===== config.mk =====
export PLATFORM = sky130hd
export DESIGN_NAME = sort_result_collector
export DESIGN_NICKNAME = d
export VERILOG_FILES = /design/src/rtl/sort_result_collector.sv
export SDC_FILE = /design/constraint.sdc
export NUM_CORES = 1
export LEC_CHECK = 0
export ABC_AREA = 1
export BUFFER_PORTS_ARGS = -buffer_cell sky130_fd_sc_hd__buf_2
export CAP_MARGIN = 40
export CORE_UTILIZATION = 50
export DETAILED_ROUTE_END_ITERATION = 16
export GPL_TIMING_DRIVEN = 1
export PLACE_DENSITY = 0.67
export SYNTH_ARGS = -nofsm -noshare
export SYNTH_HDL_FRONTEND = slang
export SYNTH_SLANG_ARGS = --single-unit

===== constraint.sdc =====
create_clock -name clock -period 2.68 [get_ports clock]
set_clock_uncertainty 0.05 [all_clocks]
set_input_delay 0.268 -clock clock [delete_from_list [all_inputs] [get_ports clock]]
set_output_delay 0.268 -clock clock [all_outputs]
set_load 0.01 [all_outputs]

===== src/rtl/sort_result_collector.sv =====
// Collects one sorted frame of N IEEE-754 words from the sorter, checks ordering
// on the fly, and offers a registered random-access readback port.
module sort_result_collector #(
  parameter int N  = 8,
  parameter int W  = 32,
  parameter int AW = $clog2(N)
) (
  input  logic          clock,
  input  logic          rst,
  input  logic [W-1:0]  in_data,
  input  logic          in_valid,
  input  logic          clear,
  input  logic [AW-1:0] rd_addr,
  output logic [W-1:0]  rd_data,
  output logic          busy,
  output logic          done,
  output logic [AW:0]   count,
  output logic          order_err,
  output logic [AW-1:0] err_index,
  output logic          overrun
);

  localparam logic [1:0] IDLE    = 2'd0;
  localparam logic [1:0] COLLECT = 2'd1;
  localparam logic [1:0] DONE    = 2'd2;

  // Maps a float to an unsigned key giving IEEE total order (-0 sorts below +0).
  function automatic logic [W-1:0] order_key(input logic [W-1:0] x);
    logic [W-1:0] sign_mask;
    sign_mask = {1'b1, {(W-1){1'b0}}};
    return x[W-1] ? ~x : (x ^ sign_mask);
  endfunction

  logic [1:0]   state_r;
  logic [W-1:0] prev_key_r;
  logic [W-1:0] mem_r [N];

  logic [W-1:0] in_key_s;
  logic         wr_en_s;
  logic         last_s;
  logic         rd_oob_s;

  assign in_key_s = order_key(in_data);
  assign wr_en_s  = !rst && !clear && in_valid && (state_r != DONE);
  assign last_s   = (count == (AW+1)'(N - 1));
  assign rd_oob_s = ({1'b0, rd_addr} >= (AW+1)'(N));

  // Capture buffer; never reset, so a partial or dropped frame leaves old words intact.
  always_ff @(posedge clock) begin
    if (wr_en_s) begin
      mem_r[count[AW-1:0]] <= in_data;
    end
  end

  // Registered readback; a same-edge write is seen only on the following read.
  always_ff @(posedge clock) begin
    if (rst) begin
      rd_data <= {W{1'b0}};
    end else if (rd_oob_s) begin
      rd_data <= {W{1'b0}};
    end else begin
      rd_data <= mem_r[rd_addr];
    end
  end

  // Frame FSM, counters and sticky status flags.
  always_ff @(posedge clock) begin
    if (rst || clear) begin
      state_r    <= IDLE;
      prev_key_r <= {W{1'b0}};
      busy       <= 1'b0;
      done       <= 1'b0;
      count      <= {(AW+1){1'b0}};
      order_err  <= 1'b0;
      err_index  <= {AW{1'b0}};
      overrun    <= 1'b0;
    end else begin
      case (state_r)
        IDLE: begin
          if (in_valid) begin
            prev_key_r <= in_key_s;
            count      <= (AW+1)'(1);
            busy       <= 1'b1;
            state_r    <= COLLECT;
          end
        end
        COLLECT: begin
          if (in_valid) begin
            // Only the first violation is recorded; its index is the pre-increment count.
            if ((in_key_s < prev_key_r) && !order_err) begin
              order_err <= 1'b1;
              err_index <= count[AW-1:0];
            end
            prev_key_r <= in_key_s;
            count      <= count + (AW+1)'(1);
            if (last_s) begin
              state_r <= DONE;
              busy    <= 1'b0;
              done    <= 1'b1;
            end
          end
        end
        DONE: begin
          if (in_valid) begin
            overrun <= 1'b1;
          end
        end
        default: begin
          state_r <= IDLE;
        end
      endcase
    end
  end

endmodule

; Word level (Yosys, flattened, before mapping)
; Memories as Yosys holds them, arrays and structs flattened. A register that Yosys moved wholly into a read port is not among the register bits.
; Cells that the tools add are included.
[totals]
ff_bits = 45
latch_bits = 0
ram_bits = 256
rom_bits = 0
in_bits = 39
output_inout_bits = 43
wordCells = 53
mem_count = 1
[classes]
n_addsub = 1
mul = 0
div = 0
n_lt_le_gt_ge = 1
n_eq_ne = 7
shifts = 0
mux = 14
n_bitwise = 3
reduce_logical = 18
[mem_list]
columns = name, words, width, read_ports, rd_ports_with_merged_regs, wr, line
row1 = mem_r, 8, 32, 1, 1, 1, 36  ; logic [W-1:0] mem_r [N];
[ops]
columns = op, n
row1 = 32-bit < comparator, 1
row2 = 32-bit 2-to-1 mux, 1
row3 = 32-bit inverter, 1
row4 = 3-bit AND reduction, 3
row5 = 4-bit 2-to-1 mux, 2
row6 = "2-bit inequality test, second input constant", 4
row7 = 4-bit case mux with 2 select lines, 1
row8 = 4-bit AND reduction, 2
row9 = 2-bit 2-to-1 mux, 3
row10 = 2-bit case mux with 3 select lines, 1
row11 = 1-bit 2-to-1 mux, 5
row12 = "4-bit by 1-bit adder with 4-bit output, second input constant", 1
row13 = "4-bit by 3-bit == test with 1-bit output, second input constant", 1
row14 = 1-bit logical AND, 4
row15 = 2-bit AND reduction, 2
row16 = 1-bit zero test, 3
row17 = "2-bit by 1-bit == test with 1-bit output, second input constant", 1
row18 = "2-bit == test, second input constant", 1
row19 = 2-bit zero test, 1
row20 = 1-bit inverter, 2
row21 = 1-bit case mux with 2 select lines, 1
row22 = 2-bit nonzero test, 1
row23 = 2-bit OR reduction, 1
row24 = 1-bit logical OR, 1

; Depth between registers and ports, before layout
[depth]
word_depth = 6
ltp_mapped = 18
depth_no_buf = 17

; Least setup slack after synthesis
; OpenSTA, ideal clock, no wires.
[synth_path]
kind = input port to flip-flop
start = input clear
end = memory mem_r[0][0], enable pin
setup_time_ps = 421
t_arrival_ps = 2294
required_ps = 2209
setup_slack_ps = -85
stages = 5
path_buffers = 0
path_cell_list = nor2_2 > inv_2 > nor3_1 > nand2_1 > nor2_1
[synth_via]
elab_chain_cells = 6
[synth_lines]
columns = item, line
row1 = from (decl), 12  ; input logic clear,
row2 = 1-bit zero test, 44  ; assign wr_en_s = !rst && !clear && in_valid && (state_r != DONE);
row3 = 1-bit logical AND (3 in a row), 44
row4 = 1-bit 2-to-1 mux, 50  ; if (wr_en_s) begin
row5 = 1-bit 2-to-1 mux (implied by the code), 51  ; mem_r[count[AW-1:0]] <= in_data;
row6 = to (decl), 36
; No other way between the ends.

; Worst setup path after layout
[layout_path]
start = input in_data[26]
end = register err_index[0]
[layout_via]
elab_chain_cells = 5
[layout_lines]
columns = item, line
row1 = from (decl), 10  ; input logic [W-1:0] in_data,
row2 = 32-bit inverter, 31  ; return x[W-1] ? ~x : (x ^ sign_mask);
row3 = 32-bit 2-to-1 mux *, 31
row4 = named net in_key_s[26], 38  ; logic [W-1:0] in_key_s;
row5 = 32-bit < comparator *, 90  ; if ((in_key_s < prev_key_r) && !order_err) begin
row6 = 1-bit logical AND *, 90
row7 = 3-bit AND reduction (no line) *, -
row8 = to (signal assigned), 75  ; err_index <= {AW{1'b0}};
row9 = to (signal assigned), 92  ; err_index <= count[AW-1:0];
row10 = to (decl), 19  ; output logic [AW-1:0] err_index,
; Mark *: on every way through the listed nets, which the timed path passes. The rest lies on a longest branch.
; A chain may end at the register's enable or synchronous reset.

==> qor.txt <==
Layout fillers -> 2067
FF-to-FF End -> mem_r[4][7]$_DFFE_PP_
via count -> 8500
Distinct cells, synth -> 33
antenna viol nets, final -> 0
Clock Tree Buf Depth -> 3
Slowest Stage Delay on Critical Path -> 0.53 ns
maximum VDD drop -> 0.488 mV
clock-pin slew on the worst setup and hold paths -> 0.06 ns
post-route minimum period -> 1.89 ns
core area -> 26000 um2
Pins Over Slew Limit -> 0
synthesized area -> 13200 um2
Synthesized Nets -> 1180
Clock Latency Late Sink -> 0.50 ns
cells on worst reg2reg path -> 6
Synth top cells by count -> edfxtp_1, nor2_1, o21ai_0
worst hold path class -> in -> reg
Chip Height -> 165 um
Area contributors post-synth -> edfxtp_1, dfxtp_1, nor2_1
top-count cell post-synth -> edfxtp_1
dpl hpwl -> 15400 um
data arrival time of the worst path -> 2.24 ns
FF-to-FF Start -> state_r[1]$_SDFFE_PP0P_
sequential area share after synthesis -> 0.699
Least-Margin Pin Slew -> 0.909 ns
1st-iter DRT viols -> 720
first-pass GRT wire length -> 43800 um
flip-flop and latch area -> 9230 um2
Min-Delay Endpoint -> mem_r[3][12]$_DFFE_PP_
DP Worst Slack -> 0.348 ns
post-route insts no fill -> 1552
status -> finished, final reports clean
final WL -> 28200 um
antenna violations before repair -> 1
post-CTS setup buffers -> 0
top_reg_cell synth -> edfxtp_1
maxcap violations -> 0
Ys Warns -> 0
Pwr per Cell Area -> 724 nW/um2
Fmax -> 528 MHz
grt ovf -> 0
CP cell instances -> dlygate4sd3_1, buf_2, xor2_1, ha_1, nand2_1, inv_2, nand3_1, a31oi_1, nor2_2, nand3_1, nand2_1, nor2_1
CP max FO -> 9
Placed Instances -> 1485
Hold Path Cell Cnt -> 1
r2r setup slk -> 0.81 ns
Syn-to-layout area delta -> 15.7%
Tot GR Track Use -> 0.214
DRC errors left -> 0
share of layout cells above drive strength 1 -> 0.148
Num CTS Buffers -> 36
Routability Congestion -> 0.787
worst path buffer plus inverter count -> 3
hold_sp -> in_data[12]
Synth Instances -> 1109
Ports -> 82
LEAKAGE -> 5.36 nW
Post-synth EDFFs -> 256
# H-tree levels -> 2
CP Class -> in -> reg
Crit-path slowest cell -> dlygate4sd3_1
Die Wd -> 165 um
DR vias/cell -> 5.48
Clock Sinks -> 333
delay-heaviest family, CP -> buffers and inverters
top cell type's share of synthesized area -> 0.582
post-synthesis async set-or-reset flop share -> 0
Initial Util -> 0.508
routed len/inst -> 18.2 um
largest net degree at the start of global routing -> 87
vias in the first global route -> 8181
PortBufs -> 81
final hold vios -> 0
share of the cycle needed by the critical path after routing -> 0.706
Setup WS post-layout -> 0.787 ns
clock root buffer -> clkbuf_16
post-cts gate resize count -> 0
first drt pass iteration count -> 5
nets -> 1261
hold_buf cts -> 2
Setup-failing EPs final -> 0
Total Power -> 11.1 mW
Die Area -> 27100 um2
Cell Rows -> 59
fin util -> 0.588
Rel. slew slack -> 0.394
Yosys top cell by area -> edfxtp_1
crit start category -> primary input
footprint of the multi-input gates -> 3560 um2
#FFs+latches synth -> 333
Setup crit end kind -> flip-flop
CTS tree -> built
worst hold slack -> 0.0254 ns
syn_area_per_cell -> 11.9 um2
Worst Path Required -> 3.02 ns
RSZ-0062 raised after global routing -> false
==> placed cells by master (no fill, tap or decap), types with 2 or more instances in the layout <==
master | synthesis | routed
inv_2 | 8 | 7
nor2_2 | 3 | 3
clkinv_1 | 0 | 4
dfxtp_1 | 77 | 77
nand4_1 | 2 | 2
a211oi_1 | 31 | 31
o22ai_1 | 32 | 32
nor2_4 | 0 | 8
nor2_1 | 242 | 234
nand2_1 | 41 | 41
a31oi_1 | 34 | 34
xor2_1 | 30 | 30
inv_1 | 44 | 44
buf_2 | 19 | 80
buf_12 | 0 | 12
clkbuf_16 | 0 | 37
clkbuf_8 | 0 | 4
a21oi_1 | 22 | 22
nand2_2 | 2 | 2
nand3_1 | 6 | 6
clkbuf_1 | 31 | 9
o21a_1 | 2 | 2
ha_1 | 32 | 32
o21ai_1 | 69 | 69
dlygate4sd3_1 | 0 | 2
nor3_1 | 6 | 6
buf_4 | 1 | 13
clkinv_2 | 0 | 10
o21ai_0 | 98 | 98
edfxtp_1 | 256 | 256
==> cell families after synthesis <==
kind of cell | after synthesis | share of synthesized area
DFF | 333 | 0.699
xor gates and xnor gates | 31 | 0.0206
buffers and inverters | 117 | 0.0361
AOI/OAI and AO/OA | 292 | 0.124
adders and majority gates | 32 | 0.0303
and+or+nand+nor | 304 | 0.0896
==> layout make-up <==
cell class                      count  share of cell area
Clock inverter                     14             0.00590
Tap cell                          335              0.0274
Clock buffer                       50              0.0664
Timing Repair Buffer              107              0.0496
Inverter                           53              0.0133
Antenna cell                        1            0.000164
Multi-Input combinational cell    659               0.233
Sequential cell                   333               0.604
==> where the power goes <==
part | internal (mW) | switching (mW) | total, mW | leakage, nW
clock | 2.73 | 1.89 | 4.62 | 0.551
sequential | 5.63 | 0.0212 | 5.65 | 2.94
combinational | 0.272 | 0.513 | 0.786 | 1.87
total | 8.64 | 2.42 | 11.1 | 5.36
==> worst max-delay path by stage <==
stage	start	end	depth (start not counted)
final	in_data[26]	err_index[0]$_SDFFE_PP0P_	12
after floorplan	clear	mem_r[0][0]$_DFFE_PP_	5
after CTS	state_r[1]$_SDFFE_PP0P_	mem_r[4][7]$_DFFE_PP_	6
after global routing	prev_key_r[31]$_SDFFE_PP0P_	err_index[2]$_SDFFE_PP0P_	8
after detailed placement	in_data[31]	err_index[2]$_SDFFE_PP0P_	16
after global placement	in_data[31]	err_index[2]$_SDFFE_PP0P_	16
==> metrics by stage <==
| step | instance area, um2 | TNS (ns) |
|---|---|---|
| after floorplan | 13200 | -21.75 |
| after global placement | 14100 | 0 |
| after detailed placement | 14100 | 0 |
| after CTS | 15300 | 0 |
| after global routing | 15300 | 0 |
| final | 15300 | 0 |
==> sequential cells by signal, summed over array words and instances, names as in the netlist <==
signal      cells
prev_key_r     32
overrun         1
done            1
rd_data        32
order_err       1
busy            1
count           4
err_index       3
mem_r         256
state_r         2
==> layer usage <==
| metal | share of wire | track usage |
|---|---|---|
| met2 | 0.48 | 0.348 |
| met1 | 0.45 | 0.290 |
| met3 | 0.059 | 0.0450 |
| met5 | 0 | 0 |
| met4 | 0.015 | 0.0609 |
Power figures use the tool's default switching activity.
